**src/rtl/data_mem_pkg.sv**
```systemverilog
// rtl/data_mem_pkg.sv - shared types and helpers for the data memory arbiter
package data_mem_pkg;

  typedef enum logic [1:0] {
    IDLE   = 2'd0,
    ACCESS = 2'd1,
    RESP   = 2'd2
  } state_t;

  localparam int MEM_BYTES_DEF = 64;

  typedef logic port_t;

  // Legal means doubleword aligned with all eight bytes inside the memory.
  function automatic logic addr_legal(input logic [63:0] addr, input int mem_bytes);
    return (addr[2:0] == 3'b000) && (addr <= 64'(mem_bytes - 8));
  endfunction

endpackage

```
**src/rtl/rr_arbiter2.sv**
```systemverilog
// rtl/rr_arbiter2.sv - two-requester round-robin grant, combinational
module rr_arbiter2
  import data_mem_pkg::*;
(
  input  logic [1:0] req,
  input  port_t      last_grant,
  output logic [1:0] gnt
);

  // On a tie the port that did not win last time goes next.
  always_comb begin
    gnt = 2'b00;
    case (req)
      2'b01:   gnt = 2'b01;
      2'b10:   gnt = 2'b10;
      2'b11:   gnt = (last_grant == 1'b1) ? 2'b01 : 2'b10;
      default: gnt = 2'b00;
    endcase
  end

endmodule

```
**src/rtl/data_mem_arbiter.sv**
```systemverilog
// rtl/data_mem_arbiter.sv - serialises MEM-stage and loader access to the data memory
module data_mem_arbiter
  import data_mem_pkg::*;
#(
  parameter int MEM_BYTES = MEM_BYTES_DEF,
  parameter int ERR_CNT_W = 8
) (
  input  logic                 clk,
  input  logic                 rst_n,
  input  logic [1:0]           req_valid,
  output logic [1:0]           req_ready,
  input  logic [1:0]           req_write,
  input  logic [63:0]          req_addr0,
  input  logic [63:0]          req_addr1,
  input  logic [63:0]          req_wdata0,
  input  logic [63:0]          req_wdata1,
  output logic [1:0]           rsp_valid,
  input  logic [1:0]           rsp_ready,
  output logic [63:0]          rsp_rdata,
  output logic                 rsp_err,
  output logic [63:0]          mem_addr,
  output logic                 mem_read,
  output logic                 mem_write,
  output logic [63:0]          mem_wdata,
  input  logic [63:0]          mem_rdata,
  output logic [ERR_CNT_W-1:0] err_count
);

  state_t               r_state;
  port_t                r_port;
  port_t                r_last_grant;
  logic                 r_write;
  logic [63:0]          r_addr;
  logic [63:0]          r_wdata;
  logic [63:0]          r_rdata;
  logic                 r_err;
  logic [ERR_CNT_W-1:0] r_err_count;

  logic [1:0]           w_gnt;
  port_t                w_win;
  logic                 w_hs;
  logic                 w_legal;
  logic                 w_access;

  rr_arbiter2 u_arb (
    .req        (req_valid),
    .last_grant (r_last_grant),
    .gnt        (w_gnt)
  );

  assign w_win    = w_gnt[1];
  assign w_hs     = (r_state == IDLE) && (w_gnt != 2'b00);
  assign w_legal  = addr_legal(r_addr, MEM_BYTES);
  assign w_access = (r_state == ACCESS);

  assign req_ready = (r_state == IDLE) ? w_gnt : 2'b00;
  assign rsp_valid = (r_state == RESP) ? (r_port ? 2'b10 : 2'b01) : 2'b00;
  assign rsp_rdata = r_rdata;
  assign rsp_err   = r_err;
  assign err_count = r_err_count;

  // Memory strobes decode straight from the state register so an async reset
  // kills an in-flight write before the next edge can commit it.
  assign mem_addr  = w_access ? r_addr : 64'd0;
  assign mem_read  = w_access && !r_write && w_legal;
  assign mem_write = w_access && r_write && w_legal;
  assign mem_wdata = mem_write ? r_wdata : 64'd0;

  always_ff @(posedge clk or negedge rst_n) begin
    if (!rst_n) begin
      r_state      <= IDLE;
      r_port       <= 1'b0;
      r_last_grant <= 1'b1;
      r_write      <= 1'b0;
      r_addr       <= 64'd0;
      r_wdata      <= 64'd0;
      r_rdata      <= 64'd0;
      r_err        <= 1'b0;
      r_err_count  <= '0;
    end else begin
      case (r_state)
        IDLE: begin
          if (w_hs) begin
            r_port       <= w_win;
            r_last_grant <= w_win;
            r_write      <= req_write[w_win];
            r_addr       <= w_win ? req_addr1 : req_addr0;
            r_wdata      <= w_win ? req_wdata1 : req_wdata0;
            r_state      <= ACCESS;
          end
        end
        ACCESS: begin
          r_rdata <= mem_read ? mem_rdata : 64'd0;
          r_err   <= !w_legal;
          if (!w_legal && (r_err_count != '1)) begin
            r_err_count <= r_err_count + ERR_CNT_W'(1);
          end
          r_state <= RESP;
        end
        RESP: begin
          if (rsp_ready[r_port]) begin
            r_state <= IDLE;
          end
        end
        default: r_state <= IDLE;
      endcase
    end
  end

endmodule

```
**config.mk**
```make
export PLATFORM = sky130hd
export DESIGN_NAME = data_mem_arbiter
export DESIGN_NICKNAME = d
export VERILOG_FILES = /design/src/rtl/data_mem_pkg.sv /design/src/rtl/rr_arbiter2.sv /design/src/rtl/data_mem_arbiter.sv
export SDC_FILE = /design/constraint.sdc
export NUM_CORES = 1
export LEC_CHECK = 0
export BUFFER_PORTS_ARGS = -buffer_cell sky130_fd_sc_hd__clkbuf_2
export CORE_AREA = 2 2 207 209
export CTS_BUF_LIST = sky130_fd_sc_hd__clkbuf_16
export CTS_CLUSTER_DIAMETER = 120
export DETAILED_ROUTE_END_ITERATION = 7
export DIE_AREA = 0 0 209 211
export PLACE_DENSITY = 0.47
export SETUP_SLACK_MARGIN = 0.02
export SYNTH_ARGS = -nofsm -noshare
export SYNTH_HDL_FRONTEND = slang
export SYNTH_SLANG_ARGS = --single-unit
```
**constraint.sdc**
```tcl
create_clock -name clk -period 4.5 [get_ports clk]
set_input_delay 0.45 -clock clk [delete_from_list [all_inputs] [get_ports clk]]
set_output_delay 0.45 -clock clk [all_outputs]
set_load 0.03 [all_outputs]
```
After elaboration in Yosys (flattened, before gate mapping)
Index checks and enable logic that the tools add are counted.
W data, S select, Z words.

word-level totals
  bits in read-only memories = 0
  memories = 0
  bits in latches = 0
  output and inout port bits = 207
  register bits after elaboration = 206
  RAM bits = 0
  word-level logic and storage cells = 53

cells by class
  div/mod/pow operators = 0
  bitwise logic cells = 0
  reductions and logical operators = 15
  equal/unequal tests = 8
  $add $sub $neg = 1
  shift-type cells = 0
  mux-type cells = 17
  order comparisons = 3
  $mul = 0

operators with widths
  kind                   count
  $mux W64               5
  $le A64 B6 Y1 const B  1
  $mux W2                6
  $pmux W2 S3            2
  $add A8 B1 Y8 const B  1
  $ne A8 B8 Y1 const B   1
  $logic_and A1 B1 Y1    7
  $eq A2 B2 Y1 const B   3
  $reduce_and A2 Y1      3
  $eq A2 B1 Y1 const B   2
  $lt A1 B2 Y1 const B   2
  $mux W1                4
  $logic_not A3 Y1       1
  $logic_not A1 Y1       2
  $logic_not A2 Y1       1
  $ne A2 B1 Y1 const B   1
  $ne A2 B2 Y1 const B   1
  $reduce_bool A2 Y1     1

Logic depth before layout (Yosys ltp)
Gate-level depths: netlist (run 1).

  depth after elaboration = 6
  mapped depth = 7

By module
A second synthesis (run 1) with hierarchy kept.

unflattened totals
  cells, all modules = 929
  area total of the unflattened synthesis = 9813.2 um^2

by module, submodules not included
  module            times used  area an instance (um^2)  cells an instance
  data_mem_arbiter  1           9794.4                   926
  rr_arbiter2       1           18.8                     3

Worst setup path after synthesis (run 1)
Ideal clock, no wire load.

  kind = flip-flop to output port
  start = register r_addr[55]
  end = output port mem_wdata[54]
  slack = 1.747 ns
  data arrival time = 2.303 ns
  stages on the path, launching flop included = 7
  buffers on the path = 1
  path through = dfrtp_1 > nor4_1 > nand4_1 > nor4_4 > and3_1 > clkbuf_1 > and2_1

on the way
  longest elaborated chain between the ends = 4

ends and longest elaborated chain
  what                    line                    RTL
  start, declared         data_mem_arbiter.sv:33  logic [63:0] r_addr;
  start signal, assigned  data_mem_arbiter.sv:87  r_addr <= w_win ? req_addr1 : req_addr0;
  $le A64 B6 Y1           data_mem_pkg.sv:16      return (addr[2:0] == 3'b000) && (addr <= 64'(mem_bytes - 8));
  $logic_and A1 B1 Y1     data_mem_pkg.sv:16
  $logic_and A1 B1 Y1     data_mem_arbiter.sv:66  assign mem_write = w_access && r_write && w_legal;
  via mem_write           data_mem_arbiter.sv:23  output logic mem_write,
  $mux W64                data_mem_arbiter.sv:67  assign mem_wdata = mem_write ? r_wdata : 64'd0;
  end, declared           data_mem_arbiter.sv:24  output logic [63:0] mem_wdata,

The timed path passes the listed nets, and every way through them passes these cells.

Worst setup path in the final report (run 1)
  start = register r_addr[17]
  end = output port mem_wdata[50]

on the way
  longest elaborated chain between the ends = 4

ends and longest elaborated chain
  what                 line
  $le A64 B6 Y1        data_mem_pkg.sv:16
  $logic_and A1 B1 Y1  data_mem_pkg.sv:16
  $logic_and A1 B1 Y1  data_mem_arbiter.sv:66
  $mux W64             data_mem_arbiter.sv:67

No other way between the ends.

==> results of run 1 <==
[worst max-delay path by stage]
stage | from | to | slack (ns)
after CTS | r_addr[16] | mem_wdata[31] | 0.18
after detailed placement | r_addr[16] | mem_wdata[31] | 0.79
after global placement | r_addr[17] | mem_wdata[60] | 0.89
after global routing | r_addr[11] | mem_wdata[27] | 0.32
after floorplan | r_addr[55] | mem_wdata[54] | 1.75
final | r_addr[17] | mem_wdata[50] | 0.54
[what timing repair did]
action	4_1_cts	5_1_grt
buffers inserted	0	0
gates resized for setup	0	1
hold endpoints to repair	42	0
hold buffers	1	0
endpoints found under the setup margin	0	6
[cells in the final DEF (no fill, tap or decap), types with 8 or more instances in the layout]
cell type	n
buf_4	13
and2_1	128
mux2i_1	129
a22o_1	61
nor4_1	16
a21oi_1	131
clkbuf_16	25
clkinv_1	8
dfrtp_1	205
clkbuf_2	533
nor2_1	136
[sequential cells by signal (all words and copies together), names as in the netlist]
register and cells:
err_count 8, r_addr 64, r_last_grant 1, r_port 1
r_state 2, r_wdata 64, r_write 1, rsp_err 1
rsp_rdata 64
[metrics by stage]
step / hold slack [ns] / total power (W) / utilization, % / worst slack, ns
2_1_floorplan: 0.154 / 0.00493 / - / 1.75
3_3_place_gp: 0.486 / 0.00601 / 31.1 / 0.894
3_5_place_dp: 0.488 / 0.00601 / 31.1 / 0.793
4_1_cts: 0.0969 / 0.00807 / 33.1 / 0.176
5_1_grt: 0.112 / 0.00852 / 33.1 / 0.318
6_report: 0.135 / 0.00793 / 33.1 / 0.535
[cell type report]
type / count / area share [%]
multi-input cells: 646 / 31.0
clock inverters: 21 / 1.29
repair buffers: 553 / 20.9
diodes: 1 / 0.0181
clock buffers: 25 / 4.53
well taps: 539 / 4.88
inverters: 2 / 0.0543
flip-flops and latches: 206 / 37.3
[cell families after synthesis]
family | after synthesis
flip-flops | 206
AO/OA/AOI/OAI | 201
XOR/XNOR | 7
adder cells (fa/ha/maj) | 1
buffers and inverters | 73
multiplexers | 131
AND/OR/NAND/NOR | 306
[power by group]
part           leakage, nW  switching (W)  internal [W]
combinational         4.20        0.00195       0.00101
sequential            2.47       0.000495       0.00248
clock                0.401       0.000821       0.00118
[routing by layer]
layer | GRT usage (%) | vias up
li1 | - | 4248
met3 | 4.04 | 35
met1 | 20.4 | 4063
met2 | 26.5 | 378
met5 | 0 | -
met4 | 3.62 | 2
==> results.sh, run 1 <==
export IMPL_critical_path_top_delay_family="simple AND/OR/NAND/NOR gates"
export IMPL_crit_chain="nor4_1 -> nand4_1 -> nor4_4 -> and3_4 -> and2_1 -> clkbuf_2"
export IMPL_multi_input_area_sq_um=4290
export IMPL_holdPathStages=2
export IMPL_drv_slew=0
export IMPL_synth_compound_gate_area_share_pct=12.8
export IMPL_final_layout_size_suffix_gt1_share_pct=41.6
export IMPL_reg2reg_slack_ns=1.64
export IMPL_synthTopCellsByArea="dfrtp_1 (52%), mux2i_1 (13%), and2_1 (8.2%), a21oi_1 (6.7%), a22o_1 (5.5%)"
export IMPL_r2r_end="rsp_rdata[28]"
export IMPL_portBuffers=534
export IMPL_finalHoldViolations=0
export IMPL_vias=8726
export IMPL_wl_met2_um=16900
export IMPL_drt_met1_wl_um=15300
export IMPL_ir_drop_v=0.000353
export IMPL_routed_via_density=4.38
export IMPL_netlist_instances=925
export IMPL_drt_total_wl_um=35600
export IMPL_end_kind="primary output"
export IMPL_clockBufferDepth=3
export IMPL_gp_congestion=0.785
export IMPL_grt_pass1_wl_um=54400
export IMPL_crit_fanout=65
export IMPL_synth_edf_count=0
export IMPL_hold_class="primary input to flip-flop"
export IMPL_setup_violations=0
export IMPL_grt_max_degree=161
export IMPL_area_growth_pct=41.1
export IMPL_layout_nets=1763
export IMPL_rows=75
export IMPL_firstDrtPassIters=5
export IMPL_grt_overflow=0
export IMPL_synthMuxAreaShare_pct=13.4
export IMPL_placed_area_sq_um=13000
export IMPL_yosys_area_share_simple_pct=16.4
export IMPL_first_global_vias=9032
export IMPL_numCtsBuffers=25
export IMPL_synth_xor_area_share_pct=0.626
export IMPL_cp_start_kind="flip-flop"
export IMPL_synth_seq_area_share_pct=52.6
export IMPL_area_sequential_sq_um=5160
export IMPL_die_w_um=209
export IMPL_synth_adder_area_share_pct=0.128
export IMPL_wl_met3_um=2750
export IMPL_antenna_found_initial=2
export IMPL_slew_headroom_pct=35.1
export IMPL_place_inst=1945
export IMPL_cp_required_ns=4.05
export IMPL_crit_path_top_delay_cell="nor4_4"
export IMPL_path_clk_slew_ns=0.06
export IMPL_hpwl_um=27100
export IMPL_rsz0062_at_grt="false"
export IMPL_drv_cap=0
export IMPL_setup_tns_ns=0
export IMPL_synth_top_cell_by_area="dfrtp_1"
export IMPL_fmax_mhz=252
export IMPL_cts_tree="built"
export IMPL_dieHeight_um=211
export IMPL_yosys_top_cells_count="dfrtp_1 (205), nor2_1 (136), a21oi_1 (131)"
export IMPL_grt_usage_pct=15.8
export IMPL_synth_top_family_by_area="simple AND/OR/NAND/NOR gates"
export IMPL_clock_latency_ns=0.54
export IMPL_final_area_sq_um=13800
export IMPL_cts_root_buffer="clkbuf_16"
export IMPL_synth_cell_types=39
export IMPL_ant_nets=0
export IMPL_syn_area_sq_um=9800
export IMPL_first_iter_violations=451
export IMPL_topRoutingLayerUsed="met5"
export IMPL_p_leak_nw=7.08
export IMPL_crit_cells=6
export IMPL_path_buf_inv=1
export IMPL_hp_start="mem_rdata[29]"
export IMPL_clock_sinks=206
export IMPL_ioPinCount=535
export IMPL_synth_flop_cell="dfrtp_1"
export IMPL_critPathMaxStageDelay_ns=0.62
export IMPL_core_sq_um=41800
export IMPL_nFillCells=4335
export IMPL_h_tree_depth=1
export IMPL_syn_nets=1254
export IMPL_rr_startpoint="r_addr[1]"
export IMPL_die_area_sq_um=44100
export IMPL_yosys_warnings=0
export IMPL_period_minus_slack_ns=3.96
export IMPL_fin_skew_ns=0.0166
export IMPL_instances_no_fill=1993
export IMPL_period_share_pct=88.1
export IMPL_status="finished, final reports clean"
export IMPL_start_util_pct=23.5
export IMPL_async_flop_share_pct=100
export IMPL_powerDensity_nw_per_um2=574
export IMPL_synthDominantCellAreaShare_pct=52.4
export IMPL_crit_type="flip-flop to primary output"
export IMPL_syn_avg_cell_area_sq_um=10.6
export IMPL_worstPathArrival_ns=3.51
export IMPL_worstHoldEndpoint="rsp_rdata[29]"
export IMPL_tightest_slew_ns=0.974
export IMPL_ys_seq_elements=206
export IMPL_synth_most_common_cell="dfrtp_1"
export IMPL_reg2regPathDepth=6
export IMPL_wl_per_cell_um=17.9
export IMPL_drc=0
No activity file was read; power rests on OpenSTA's default activity.
==> run 2, diff against run 1 <==
--- a/config.mk
+++ b/config.mk
@@ -6,13 +6,14 @@
 export NUM_CORES = 1
 export LEC_CHECK = 0
 export BUFFER_PORTS_ARGS = -buffer_cell sky130_fd_sc_hd__clkbuf_2
-export CORE_AREA = 2 2 207 209
+export CORE_AREA = 2 2 205 207
 export CTS_BUF_LIST = sky130_fd_sc_hd__clkbuf_16
 export CTS_CLUSTER_DIAMETER = 120
 export DETAILED_ROUTE_END_ITERATION = 7
-export DIE_AREA = 0 0 209 211
+export DIE_AREA = 0 0 207 209
 export PLACE_DENSITY = 0.47
 export SETUP_SLACK_MARGIN = 0.02
 export SYNTH_ARGS = -nofsm -noshare
 export SYNTH_HDL_FRONTEND = slang
 export SYNTH_SLANG_ARGS = --single-unit
+export TNS_END_PERCENT = 5
==> results.sh, run 2 (synthesis gave the netlist of run 1 again) <==
export IMPL_status="finished, final reports clean"
export IMPL_mostFrequentLayoutCells="clkbuf_2 (533), dfrtp_1 (205), nor2_1 (136)"
export IMPL_worstPathArrival_ns=3.54
export IMPL_crit_type="flip-flop to primary output"
export IMPL_path_buf_inv=1
export IMPL_p_int_w=0.00467
export IMPL_layout_nets=1761
export IMPL_antenna_found_initial=0
export IMPL_fin_skew_ns=0.0171
export IMPL_clockPowerShare_pct=25.5
export IMPL_final_layout_size_suffix_gt1_share_pct=41.3
export IMPL_swShare_pct=41.3
export IMPL_area_growth_pct=41.0
export IMPL_start_util_pct=23.7
export IMPL_h_tree_depth=1
export IMPL_place_inst=1942
export IMPL_p_switching_w=0.00329
export IMPL_grt_overflow=0
export IMPL_grt_usage_pct=16.9
export IMPL_critPathMaxStageDelay_ns=0.61
export IMPL_period_minus_slack_ns=3.99
export IMPL_drt_total_wl_um=37600
export IMPL_nFillCells=4301
export IMPL_die_area_sq_um=43300
export IMPL_ioPinCount=535
export IMPL_portBuffers=534
export IMPL_crit_fanout=65
export IMPL_die_w_um=207
export IMPL_first_iter_violations=417
export IMPL_setup_violations=0
export IMPL_final_area_sq_um=13800
export IMPL_seqPwrFrac_pct=37.2
export IMPL_hpwl_um=29000
export IMPL_crit_chain="nor4_1 -> nand4_1 -> nor4_4 -> and3_4 -> and2_1 -> clkbuf_2"
export IMPL_cp_required_ns=4.05
export IMPL_final_common_cell="clkbuf_2"
export IMPL_clock_sinks=206
export IMPL_hold_class="primary input to flip-flop"
export IMPL_core_sq_um=41300
export IMPL_ant_nets=0
export IMPL_numCtsBuffers=26
export IMPL_tightest_slew_ns=0.813
export IMPL_drc=0
export IMPL_powerDensity_nw_per_um2=577
export IMPL_grt_max_degree=117
export IMPL_routed_via_density=4.39
export IMPL_path_clk_slew_ns=0.06
export IMPL_crit_path_top_delay_cell="and3_4"
export IMPL_clock_latency_ns=0.54
export IMPL_slew_headroom_pct=45.8
export IMPL_placed_area_sq_um=13000
export IMPL_rows=75
export IMPL_ir_drop_v=0.000295
export IMPL_p_leak_nw=7.07
export IMPL_setup_tns_ns=0
export IMPL_cts_tree="built"
export IMPL_wl_per_cell_um=18.9
export IMPL_fmax_mhz=251
export IMPL_grt_pass1_wl_um=56000
export IMPL_clockBufferDepth=3
export IMPL_rsz0062_at_grt="false"
export IMPL_cts_root_buffer="clkbuf_16"
export IMPL_drv_slew=0
export IMPL_first_global_vias=8978
export IMPL_comb_power_share_pct=37.3
export IMPL_cp_start_kind="flip-flop"
export IMPL_dieHeight_um=209
export IMPL_gp_congestion=0.889
export IMPL_reg2reg_slack_ns=1.74
export IMPL_vias=8742
export IMPL_instances_no_fill=1991
export IMPL_drv_cap=0
export IMPL_firstDrtPassIters=6
export IMPL_finalHoldViolations=0
export IMPL_period_share_pct=88.6
export IMPL_critical_path_top_delay_family="simple AND/OR/NAND/NOR gates"
export IMPL_end_kind="primary output"
export IMPL_antennaDiodeCount=0
[run 2: cell types whose count changed in the layout (fill, tap and decap cells not counted), sizes merged]
cell,change
clkbuf,+2
clkinvlp,+3
diode,-1
clkinv,-7
inv,+5
bufinv,-1
buf,-3
[run 2: stage by stage]
stage / utilization [%] / power (W) / setup slack [ns] / hold slack (ns)
after floorplan: - / 0.00493 / 1.75 / 0.154
after global placement: 31.4 / 0.00602 / 0.901 / 0.483
after detailed placement: 31.4 / 0.00603 / 0.750 / 0.491
after CTS: 33.4 / 0.00814 / 0.125 / 0.0923
after global routing: 33.4 / 0.00853 / 0.261 / 0.115
final: 33.4 / 0.00796 / 0.514 / 0.133
[run 2: path summary, 6_finish.rpt]
check | depth (start not counted) | startpoint | endpoint
max | 6 | r_addr[16] | mem_wdata[41]
min | 2 | mem_rdata[13] | rsp_rdata[13]
max reg2reg | 6 | r_addr[2] | rsp_rdata[0]
min reg2reg | 2 | rsp_err | rsp_err
max in group asynchronous | 3 | rst_n | rsp_rdata[46]
min in group asynchronous | 2 | rst_n | r_wdata[3]
[run 2: cell type report]
cell class	count	area, sq um	share of cell area [%]
flip-flops and latches	206	5160	37.3
multi-input cells	646	4290	31.1
repair buffers	550	2860	20.7
clock buffers	27	676	4.89
well taps	539	674	4.88
clock inverters	21	153	1.11
inverters	2	7.51	0.0544
[run 2: timing repair]
| item | 4_1_cts | 5_1_grt |
|---|---|---|
| hold buffers | 1 | 0 |
| setup endpoints to repair | 0 | 64 |
| endpoints found under the hold margin | 61 | 0 |
| buffers inserted | 0 | 0 |
| gates resized for setup | 0 | 1 |
[run 2: power groups by stage]
stage | logic [W] | clock network, W | registers [W]
6_report | 0.00297 | 0.00203 | 0.00296
3_5_place_dp | 0.00305 | 0 | 0.00299
2_1_floorplan | 0.00211 | 0 | 0.00282
3_3_place_gp | 0.00301 | 0 | 0.00302
5_1_grt | 0.00330 | 0.00218 | 0.00305
4_1_cts | 0.00305 | 0.00212 | 0.00297
[run 2: layer usage]
metal / vias up / wire length (um) / GRT usage (%)
li1: 4242 / - / -
met1: 4072 / 15100 / 20.3
met2: 382 / 18400 / 29.0
met3: 46 / 2870 / 4.33
met4: 0 / 1300 / 6.28
met5: - / 0 / 0
